## config.mk

```make
export PLATFORM = sky130hd
export DESIGN_NAME = rgb_led_driver
export DESIGN_NICKNAME = d
export VERILOG_FILES = /design/src/rtl/rgb_led_pkg.sv /design/src/rtl/rgb_led_channel.sv /design/src/rtl/rgb_led_driver.sv
export SDC_FILE = /design/constraint.sdc
export NUM_CORES = 1
export LEC_CHECK = 0
export CORE_UTILIZATION = 44
export CTS_BUF_LIST = sky130_fd_sc_hd__clkbuf_4
export DETAILED_ROUTE_END_ITERATION = 10
export GPL_TIMING_DRIVEN = 0
export PLACE_DENSITY_LB_ADDON = 0.3
export REMOVE_ABC_BUFFERS = 1
export SYNTH_ARGS = -nofsm -noshare
export SYNTH_HDL_FRONTEND = slang
export SYNTH_HIERARCHICAL = 1
export SYNTH_SLANG_ARGS = --single-unit
```

## constraint.sdc

```tcl
create_clock -name clk -period 1.56 [get_ports clk]
set_input_delay 0.312 -clock clk [delete_from_list [all_inputs] [get_ports clk]]
set_output_delay 0.312 -clock clk [all_outputs]
set_load 0.005 [all_outputs]
```

## src/rtl/rgb_led_pkg.sv

```systemverilog
// Shared constants and helpers for the RGB LED sink driver model.
// Holds the per-code-bit current steps (full and half current modes).
// Also holds the thermometer-code check and the code-to-mA conversion used by each channel.
package rgb_led_pkg;

  localparam int CURRENT_STEP_FULL_MA = 4;
  localparam int CURRENT_STEP_HALF_MA = 2;

  // A thermometer code has the form 2^k - 1, so adding one clears every set bit.
  function automatic logic is_thermometer(input logic [5:0] code);
    logic [6:0] w_inc;
    w_inc = {1'b0, code} + 7'd1;
    return (({1'b0, code} & w_inc) == 7'd0);
  endfunction

  // Each set code bit contributes one current step. The maximum is 6 * 4 = 24 mA.
  function automatic logic [4:0] code_to_ma(input logic [5:0] code, input logic mode);
    int n;
    n = 0;
    for (int i = 0; i < 6; i++) begin
      n += int'(code[i]);
    end
    return 5'(n * (mode ? CURRENT_STEP_HALF_MA : CURRENT_STEP_FULL_MA));
  endfunction

endpackage

```

## src/rtl/rgb_led_channel.sv

```systemverilog
// One open-drain sink channel. It registers the pin level and the present sink current.
// Ports: clk/reset; i_en is the shared driver gate and i_pwm is the on request.
// Outputs: o_pin is active-low (0 = sinking), and o_ma is the sink current in mA. Latency is one cycle.
import rgb_led_pkg::*;

module rgb_led_channel #(
  parameter logic [5:0] CODE = 6'b000001,
  parameter logic       MODE = 1'b0
) (
  input  logic       clk,
  input  logic       reset,
  input  logic       i_en,
  input  logic       i_pwm,
  output logic       o_pin,
  output logic [4:0] o_ma
);

  localparam logic [4:0] LP_MA   = code_to_ma(CODE, MODE);
  // A zero code programs no current, so that channel never sinks.
  localparam logic       LP_LIVE = (CODE != 6'd0);

  if (!is_thermometer(CODE)) begin : g_bad_code
    $error("rgb_led_channel: current code %b is not a thermometer code", CODE);
  end

  logic       w_on;
  logic       r_pin;
  logic [4:0] r_ma;

  assign w_on = i_en & i_pwm & LP_LIVE;

  always_ff @(posedge clk or posedge reset) begin
    if (reset) begin
      r_pin <= 1'b1;
      r_ma  <= 5'd0;
    end else begin
      r_pin <= ~w_on;
      r_ma  <= w_on ? LP_MA : 5'd0;
    end
  end

  assign o_pin = r_pin;
  assign o_ma  = r_ma;

endmodule

```

## src/rtl/rgb_led_driver.sv

```systemverilog
// Behavioural model of the iCE40UP5K high-current RGB LED driver, a tri-channel open-drain sink.
// Ports: clk/reset (async, active-high); curren, rgbleden and rgb0..2pwm are inputs.
// Outputs: rgb0..2 are active-low pins, ready flags a settled current reference, and rgb0..2_ma report sink current. All outputs are registered.
import rgb_led_pkg::*;

module rgb_led_driver #(
  parameter int         CLOCK_HZ      = 12_000_000,
  parameter int         SETTLE_CYCLES = CLOCK_HZ / 10_000,
  parameter logic       CURRENT_MODE  = 1'b0,
  parameter logic [5:0] RGB0_CURRENT  = 6'b000001,
  parameter logic [5:0] RGB1_CURRENT  = 6'b000001,
  parameter logic [5:0] RGB2_CURRENT  = 6'b000001
) (
  input  logic       clk,
  input  logic       reset,
  input  logic       curren,
  input  logic       rgbleden,
  input  logic       rgb0pwm,
  input  logic       rgb1pwm,
  input  logic       rgb2pwm,
  output logic       rgb0,
  output logic       rgb1,
  output logic       rgb2,
  output logic       ready,
  output logic [4:0] rgb0_ma,
  output logic [4:0] rgb1_ma,
  output logic [4:0] rgb2_ma
);

  if (SETTLE_CYCLES < 1) begin : g_bad_settle
    $error("rgb_led_driver: SETTLE_CYCLES must be at least 1");
  end

  localparam int                CNT_W     = (SETTLE_CYCLES < 1) ? 1 : $clog2(SETTLE_CYCLES + 1);
  localparam logic [CNT_W-1:0]  LP_SETTLE = CNT_W'(SETTLE_CYCLES);

  logic [CNT_W-1:0] r_cnt;
  logic [CNT_W-1:0] w_cnt_nxt;
  logic             r_ready;
  logic             w_en;

  always_comb begin
    w_cnt_nxt = r_cnt;
    if (!curren)
      w_cnt_nxt = '0;
    else if (r_cnt != LP_SETTLE)
      w_cnt_nxt = r_cnt + 1'b1;
  end

  // Ready is evaluated on the next count. It therefore rises on the same edge the count reaches SETTLE_CYCLES.
  always_ff @(posedge clk or posedge reset) begin
    if (reset) begin
      r_cnt   <= '0;
      r_ready <= 1'b0;
    end else begin
      r_cnt   <= w_cnt_nxt;
      r_ready <= curren && (w_cnt_nxt == LP_SETTLE);
    end
  end

  // The live curren term lets the pins release on the same edge that ready falls.
  assign w_en = r_ready & curren & rgbleden;

  rgb_led_channel #(.CODE(RGB0_CURRENT), .MODE(CURRENT_MODE)) u_ch0 (
    .clk(clk), .reset(reset), .i_en(w_en), .i_pwm(rgb0pwm), .o_pin(rgb0), .o_ma(rgb0_ma)
  );
  rgb_led_channel #(.CODE(RGB1_CURRENT), .MODE(CURRENT_MODE)) u_ch1 (
    .clk(clk), .reset(reset), .i_en(w_en), .i_pwm(rgb1pwm), .o_pin(rgb1), .o_ma(rgb1_ma)
  );
  rgb_led_channel #(.CODE(RGB2_CURRENT), .MODE(CURRENT_MODE)) u_ch2 (
    .clk(clk), .reset(reset), .i_en(w_en), .i_pwm(rgb2pwm), .o_pin(rgb2), .o_ma(rgb2_ma)
  );

  assign ready = r_ready;

endmodule

```

==> reports/metrics.csv <==
metric,value,unit
status,"complete, but fails checks",
violations,setup timing,
irDropWorstVdd,0.556,mV
diodes,0,
die_x,49.2,um
seq_power_share,56.4,%
cts_tree,done,
dp_hpwl,1360,um
setup_viol,1,
ctsHoldBuffers,0,
grt_start_max_net_pins,13,
seq_area_frac_synth,46.3,%
rr_worst_depth,7,
synth_top_family_by_area,simple AND/OR/NAND/NOR gates,
area_growth,26.9,%
fillers,181,
cts_num_sinks,18,
cp-start-kind,register,
rsz0062_at_grt,yes,
path_clk_slew,0.10,ns
io_buffers,13,
drtAntennaViolNets,0,
grt_pass1_vias,727,
power_density,688,nW/um2
crit_fanout,4,
synth_ff_type,dfrtp_1,
timing.final.crit_share,112,%
slew_viol_final,0,
multiInputGateArea,478,um2
max-cap-violations,0,
grt-ovfl-total,0,
synth_xor_area_share,6.25,%
tns,-0.185,ns
routed_wl,2040,um
synth.distinct_cells,32,
drt_pre_antenna_iters,4,
seq_area,457,um2
synthSimpleGateAreaFrac,21.3,%
p_int,0.649,mW
avgRoutedWirePerCell,13.5,um
routed_via_density,4.85,
drive_above_1_share,24.2,%
grt_pass1_wl,3370,um
rows,16,
die_h,49.2,um
ys_async_sr_fraction,100,%
synth_mux_area_share,1.53,%
clkPwrFrac,30.4,%
drtIter0Drc,6,
dieArea,2420,um2
antenna_found_initial,0,
fin_nets,134,
start_util,48.5,%
power_switching,0.208,mW
period_minus_slack,1.75,ns
fmax,0.573,GHz
dp_slack,-0.391,ns
end_kind,register,
ys_ff_latch,18,
yosys_warnings,6,
setup_ws,-0.185,ns
p_leak,0.556,nW
hold_class,input port to async pin,
synth_area,981,um2
gp_congestion,0.839,
synth-compound-area-share,7.53,%
finalHoldViolCount,0,
numCtsBuffers,3,
synth_edf_count,0,
cp.arrival,1.98,ns
track_usage,19.2,%
synthAdderAreaFrac,2.55,%
num_vias,733,
root_buffer,clkbuf_4,
clk_latency,0.30,ns
clock_skew,0.00359,ns
core,2020,um2
synthCells,101,
crit_type,register to register,
h-tree-depth,1,
avgSynthCellArea,9.71,um2
crit_required,1.80,ns
p_sw_share,24.3,%
drc_errors,0,
p_comb_share,13.2,%
clk_path_buf_depth,2,
ios,26,
==> layout by cell type, fill, tap and decap left out, types with 2 or more instances in the layout <==
cell type,count
nor2_1,8
dfstp_2,3
clkbuf_4,4
buf_6,2
dlygate4sd2_1,3
and4_1,2
dfrtp_2,2
or3_1,2
a21oi_1,3
and3_1,2
nand4_1,2
and2_1,3
inv_2,2
dfrtp_1,13
o21ai_1,2
clkdlybuf4s50_1,10
conb_1,12
nand2_1,8
buf_4,8
inv_1,8
xor2_1,6
==> area by class of cell <==
cell class / count / area share [%]
multi-input combinational: 69 / 38.4
sequential: 18 / 36.7
timing repair buffer: 23 / 16.8
inverter: 10 / 3.02
tap: 27 / 2.71
clock buffer: 4 / 2.41
==> sequential cells by signal, indices dropped and copies added (netlist names) <==
signal,flops
u_ch0/o_pin,1
u_ch1/o_ma,1
ready,1
u_ch2/o_ma,1
u_ch0/o_ma,1
r_cnt,11
u_ch2/o_pin,1
u_ch1/o_pin,1
==> per-layer routing <==
layer,GRT usage [%],share of wire (%)
met1,21.3,39
met2,34.5,54
met3,3.12,4.4
met4,10.3,2.5
met5,0,0
==> cell families (layout without fill, tap and decap cells) <==
group | Yosys count | in the layout
xor+xnor | 7 | 7
buf+inv | 23 | 37
compound gates | 11 | 11
fa+ha+maj | 2 | 2
other cells | 3 | 12
flops | 18 | 18
mux | 1 | 1
simple gates | 36 | 36
==> power groups by stage <==
stage / Sequential [mW] / Clock (mW) / Combinational [mW]
finish: 0.483 / 0.261 / 0.113
global route: 0.484 / 0.289 / 0.126
CTS: 0.482 / 0.271 / 0.107
detailed placement: 0.491 / 0 / 0.0667
global placement: 0.490 / 0 / 0.0635
floorplan: 0.488 / 0 / 0.0388
==> final timing paths <==
kind | startpoint | end | slack [ns]
worst max-delay path | r_cnt[0] | ready | -0.19
worst min-delay path | reset | u_ch2/o_ma[2] | 0.24
worst max register to register | r_cnt[0] | ready | -0.19
worst min register to register | r_cnt[7] | r_cnt[7] | 0.64
max in group asynchronous | reset | r_cnt[0] | 0.78
min in group clk | rgb2pwm | u_ch2/o_pin | 0.51
==> cell usage after synthesis (2+ instances only) <==
cell	instances	area share [%]
a21oi_1	4	2.0
and2_1	3	1.9
and3_1	2	1.3
and4_1	2	1.8
buf_4	12	9.2
conb_1	3	1.1
dfrtp_1	15	38
dfstp_2	3	8.0
ha_1	2	2.6
inv_1	9	3.4
nand2_1	8	3.1
nand3_1	2	1.0
nand4_1	2	1.3
nor2_1	9	3.4
o21ai_1	2	1.0
or3_1	2	1.3
xor2_1	6	5.4
==> worst max-delay path: stages, from the launching register on <==
cell and delay, ns:
dfrtp_2 0.44, inv_1 0.07, ha_1 0.14, and4bb_1 0.24, nand4_4 0.13, mux2_4 0.32
a211oi_2 0.14, and4_1 0.20
==> stage by stage <==
stage | hold WS [ns] | utilization (%) | instance area (um2) | total power [mW] | cells
after floorplan | 0.0525 | - | 921 | 0.527 | 97
after global placement | 0.577 | 53.7 | 1080 | 0.554 | 137
after detailed placement | 0.565 | 53.7 | 1080 | 0.558 | 137
after CTS | 0.238 | 61.0 | 1230 | 0.860 | 152
after global routing | 0.233 | 61.6 | 1240 | 0.899 | 151
final | 0.244 | 61.6 | 1240 | 0.857 | 151
==> repair_timing <==
item / 4_1_cts / 5_1_grt
hold endpoints to repair: 0 / 0
endpoints found under the setup margin: 6 / 4
pin swaps: 1 / 2
gates resized for setup: 11 / 6
setup buffers: 11 / 1
(Power assumes the default switching activity.)
==> variant 1 (same settings) <==
`r_ma` no longer has a reset.
--- a/src/rtl/rgb_led_channel.sv
+++ b/src/rtl/rgb_led_channel.sv
@@ -33,9 +33,11 @@
     if (reset) begin
       r_pin <= 1'b1;
-      r_ma  <= 5'd0;
     end else begin
       r_pin <= ~w_on;
-      r_ma  <= w_on ? LP_MA : 5'd0;
     end
+  end
+
+  always_ff @(posedge clk) begin
+    r_ma <= w_on ? LP_MA : 5'd0;
   end
 
Behaviour: no difference found for any inputs over 10 cycles, from zero or initial values and one cycle with reset high; that may be too few to reach the edited logic, so the function may still have changed.
==> variant 1 against the original RTL <==
The run still ends with setup timing left; setup slack better by 4.7 ps; final cell count down 5.3%; worst hold slack better by 150 ps; non-clock buffer count down 8; count of clock-buffer cells in the layout down 1; synthesized area down 1.5%; final area down 6.0%; critical path depth unchanged; routed wire length down 13%; sequential cell count unchanged; power down 6.1%; first-iteration DRC count rose to 2.5 times the old value; clock power down 7%; critical endpoint unchanged.
==> variant 1: results (changes against the original RTL) <==
set qor(globalRouteMet3Util_pct) 4.05 ;# +0.93 points
set qor(largest_register_ff_count) 11 ;# unchanged
set qor(ir_drop_mv) 0.503 ;# -9.4%
set qor(number_of_unique_standard_cell_types_used_by_synthesis) 33 ;# +3.1%
set qor(routed_wirelength_um) 1780 ;# -13%
set qor(setup_tns_after_final_layout_ps) -181 ;# +4.67 ps
set qor(use_met2_pct) 31.0 ;# -3.5 points
set qor(power.share.sequential_pct) 60.3 ;# +3.9 points
set qor(worstHoldPathType) {in -> async}
set qor(worst_case_clock_skew_ps) 2.79 ;# -0.804 ps
set qor(first_global_vias) 692 ;# -4.8%
set qor(hpwlAfterDp_um) 1310 ;# -3.5%
set qor(synth.area.top_cells) {dfrtp_1, buf_4, dfstp_2}
set qor(synthAdderAreaFrac_pct) 2.59 ;# +0.040 points
set qor(wirelength_met1_um) 700 ;# -12%
set qor(post_route_insts_no_fill) 143 ;# -5.3%
set qor(first_iter_violations) 15 ;# +9
set qor(yosys_most_used_dff) {dfrtp_1}
set qor(area_of_placed_instances_um2) 1070 ;# -1.4%
set qor(total_iterations_of_the_first_detailed_routing_run) 4 ;# unchanged
set qor(ctsRootBufferMaster) {clkbuf_4}
set qor(yosys.area_share.xor_xnor_pct) 6.35 ;# +0.097 points
set qor(grt_use_total_pct) 16.9 ;# -2.3 points
set qor(synth-warning-count) 6 ;# unchanged
set qor(synthTopCellsByCount) {buf_4, dfrtp_1, inv_1, nor2_1, nand2_1}
set qor(internal-power_w) 0.000602 ;# -7.3%
set qor(synth.area.mux_share_pct) 1.55 ;# +0.024 points
set qor(timing.critical_path.from) {r_cnt[0]}
set qor(via_per_inst) 4.91 ;# +1.1%
set qor(grt_antenna_before_repair) 0 ;# unchanged
set qor(grt_pass1_wl_um) 3000 ;# -11%
set qor(wl_met3_um) 88 ;# -2.2%
set qor(detailroute.wirelength.met2_um) 963 ;# -13%
set qor(violations_in_the_final_reports) {setup timing}
set qor(r2r-end) {ready}
set qor(critical-path-slowest-cell) {dfrtp_2}
set qor(whs_ps) 390 ;# +146 ps
set qor(synth_async_sr_flop_share_pct) 83.3 ;# -17 points
set qor(leakagePower_nw) 0.497 ;# -11%
set qor(nets) 126 ;# -6.0%
set qor(p_comb_w) 0.0000774 ;# -32%
set qor(post-place-ws_ps) -341 ;# +49.2 ps
set qor(synth_enable_flop_cells) 0 ;# unchanged
set qor(proportion_of_layout_cells_with_a_drive_suffix_above_1_pct) 19.8 ;# -4.4 points
set qor(setup_slack_ps) -181 ;# +4.67 ps
set qor(setup_violations) 1 ;# unchanged
set qor(sequential_to_total_area_share_from_yosys_stat_pct) 45.5 ;# -0.83 points
set qor(max_stage_delay_ps) 480 ;# +40 ps
set qor(outcome) {complete, but fails checks}
set qor(synth_compound_area_share_pct) 7.64 ;# +0.12 points
set qor(critPathMaxFanout) 7 ;# +3
set qor(gp_congestion) 0.817 ;# -2.6%
set qor(grt_use_met1_pct) 18.8 ;# -2.5 points
-- variant 1: changes by cell type in the layout (fill, tap and decap cells not counted), sizes merged --
cell,unedited run,this run
clkbuf,4,3
clkinv,0,1
dfxtp,0,3
dfrtp,15,12
buf,10,2
-- variant 1: worst max-delay path, delay by kind of cell (launching register included) --
kind | cells | cell delay, ps
buffers and inverters | 1 | 90
AOI/OAI and AO/OA | 1 | 120
and+or+nand+nor | 3 | 550
adders and majority gates | 1 | 120
DFF | 1 | 480
muxes | 1 | 320
-- variant 1: area by class of cell --
| cell class | instances | area, µm² |
|---|---|---|
| well taps | 27 | 33.8 |
| clock buffers | 3 | 22.5 |
| multi-input cells | 69 | 489 |
| repair buffers | 15 | 141 |
| flip-flops and latches | 18 | 442 |
| clock inverters | 1 | 3.75 |
| fillers | 190 | 852 |
| inverters | 10 | 37.5 |
-- variant 1: what timing repair did --
item | CTS | global route
setup endpoints to repair | 6 | 4
buffers inserted | 2 | 0
resized for setup | 13 | 4
pin swaps | 2 | 2
==> variant 2 (same flow settings) <==
Made on the original files. `CLOCK_HZ`: 12_000_000 -> 3_000_000.
--- a/src/rtl/rgb_led_driver.sv
+++ b/src/rtl/rgb_led_driver.sv
@@ -5,5 +5,5 @@
 
 module rgb_led_driver #(
-  parameter int         CLOCK_HZ      = 12_000_000,
+  parameter int         CLOCK_HZ      = 3_000_000,
   parameter int         SETTLE_CYCLES = CLOCK_HZ / 10_000,
   parameter logic       CURRENT_MODE  = 1'b0,
Function: no difference found for any inputs over 10 cycles, from zero or initial values and one cycle with reset high; that may be too few to reach the edited logic, so the function may still have changed.
==> variant 2 against the original RTL <==
Non-clock buffer count decreased by 3; sequential cell count decreased by 2; die area decreased by 2.2%; setup slack improved by 170 ps; power decreased by 12%; routed wire length decreased by 12%; final area decreased by 5.5%; clock power decreased by 13%; the run still ends with setup timing left; critical path depth decreased by 2; sequential share of layout area decreased by 2.0 points; synthesized cell count decreased by 0.99%; count of clock-buffer cells in the layout decreased by 1; synthesized area decreased by 2.3%.
==> variant 2: results (changes against the original RTL) <==
set qor(proportion_of_layout_cells_with_a_drive_suffix_above_1_pct) 23.3 ;# -0.86 points
set qor(via_per_inst) 4.83 ;# -0.50%
set qor(globalRouteMet3Util_pct) 3.14 ;# +0.029 points
set qor(worst_case_clock_skew_ps) 6.85 ;# +3.25 ps
set qor(total_iterations_of_the_first_detailed_routing_run) 5 ;# +1
set qor(nets) 130 ;# -3.0%
set qor(grt_use_total_pct) 16.5 ;# -2.7 points
set qor(setup_slack_ps) -18.6 ;# +167 ps
set qor(dp_cells) 136 ;# -0.73%
set qor(synth.area.top_cells) {dfrtp_1, buf_4, dfstp_2}
set qor(leakagePower_nw) 0.510 ;# -8.3%
set qor(first_global_vias) 657 ;# -9.6%
set qor(largest_register_ff_count) 9 ;# -2
set qor(grt_pass1_wl_um) 2920 ;# -14%
set qor(postSynthCellCount) 100 ;# -0.99%
set qor(critical-path-slowest-cell) {dfrtp_1}
set qor(wl_per_cell_um) 12.3 ;# -9.3%
set qor(synthTopCellsByCount) {dfrtp_1, buf_4, inv_1}
set qor(hpwlAfterDp_um) 1210 ;# -11%
set qor(number_of_unique_standard_cell_types_used_by_synthesis) 33 ;# +3.1%
set qor(power_switching_share_pct) 25.5 ;# +1.2 points
set qor(outcome) {complete, but fails checks}
set qor(first_iter_violations) 12 ;# +6
set qor(max_stage_delay_ps) 420 ;# -20 ps
set qor(grt_use_met1_pct) 20.5 ;# -0.75 points
set qor(violations_in_the_final_reports) {setup timing}
set qor(setup_violations) 1 ;# unchanged
variant 2: cell count changes in the layout (fill, tap and decap cells not counted), sizes merged, moves of 3 or more:
cell,change
nand3,+3
buf,-3
xor2,-4
a31oi,+3
nor2,-6
and2,+4
variant 2: path summary, 6_finish.rpt:
| check | startpoint | endpoint | cells after the start |
|---|---|---|---|
| min in group clk | rgb1pwm | u_ch1/o_pin | 2 |
| min | reset | u_ch1/o_ma[2] | 2 |
| max in group asynchronous | reset | r_cnt[1] | 2 |
| max | r_cnt[6] | r_cnt[1] | 5 |
| min reg2reg | r_cnt[2] | r_cnt[2] | 1 |
| max reg2reg | r_cnt[6] | r_cnt[1] | 5 |
variant 2: layout make-up:
| cell class | instances | area [µm²] |
|---|---|---|
| inverter | 9 | 33.8 |
| fill | 178 | 826 |
| tap | 27 | 33.8 |
| clock inverter | 1 | 3.75 |
| sequential | 16 | 408 |
| timing repair buffer | 20 | 179 |
| clock buffer | 3 | 22.5 |
| multi-input combinational | 71 | 495 |
variant 2: stage by stage:
step	setup TNS, ps	worst slack [ps]	hold WS (ps)	area, µm²	utilization, %
6_report	-18.6	-18.6	256	1180	58.8
5_1_grt	-152	-91.1	255	1180	58.8
4_1_cts	-52.9	-52.9	260	1110	55.4
3_5_place_dp	-395	-277	565	1060	53.1
3_3_place_gp	-316	-269	564	1060	53.1
2_1_floorplan	0	34.9	52.5	898	-
variant 2: metal layers:
metal / routed length [µm] / vias to the layer above
met5: 0 / -
met4: 21 / 0
met3: 59 / 7
met2: 926 / 22
met1: 797 / 335
li1: - / 346
variant 2: power by group through the flow:
stage / combinational [W] / clock [W] / sequential (W)
final: 0.0000942 / 0.000226 / 0.000435
after global routing: 0.000107 / 0.000261 / 0.000436
after CTS: 0.0000737 / 0.000230 / 0.000434
after detailed placement: 0.0000683 / 0 / 0.000440
after global placement: 0.0000661 / 0 / 0.000440
after floorplan: 0.0000409 / 0 / 0.000437
variant 2: logic make-up (layout without fill, tap and decap cells):
logic type,Yosys count,in the layout,share of synthesized area (%)
AND/OR/NAND/NOR,36,36,24.4
buffers and inverters,22,33,13.3
flip-flops,16,16,42.2
AO/OA/AOI/OAI,14,14,9.66
XOR/XNOR,5,5,4.57
other,3,12,1.17
adder cells (fa/ha/maj),2,2,2.61
multiplexers,2,2,2.09
variant 2: what timing repair did:
item | 4_1_cts | 5_1_grt
gates resized for setup | 9 | 4
pin swaps | 0 | 2
setup buffers | 1 | 6
endpoints found under the setup margin | 5 | 2
cloned | 0 | 0
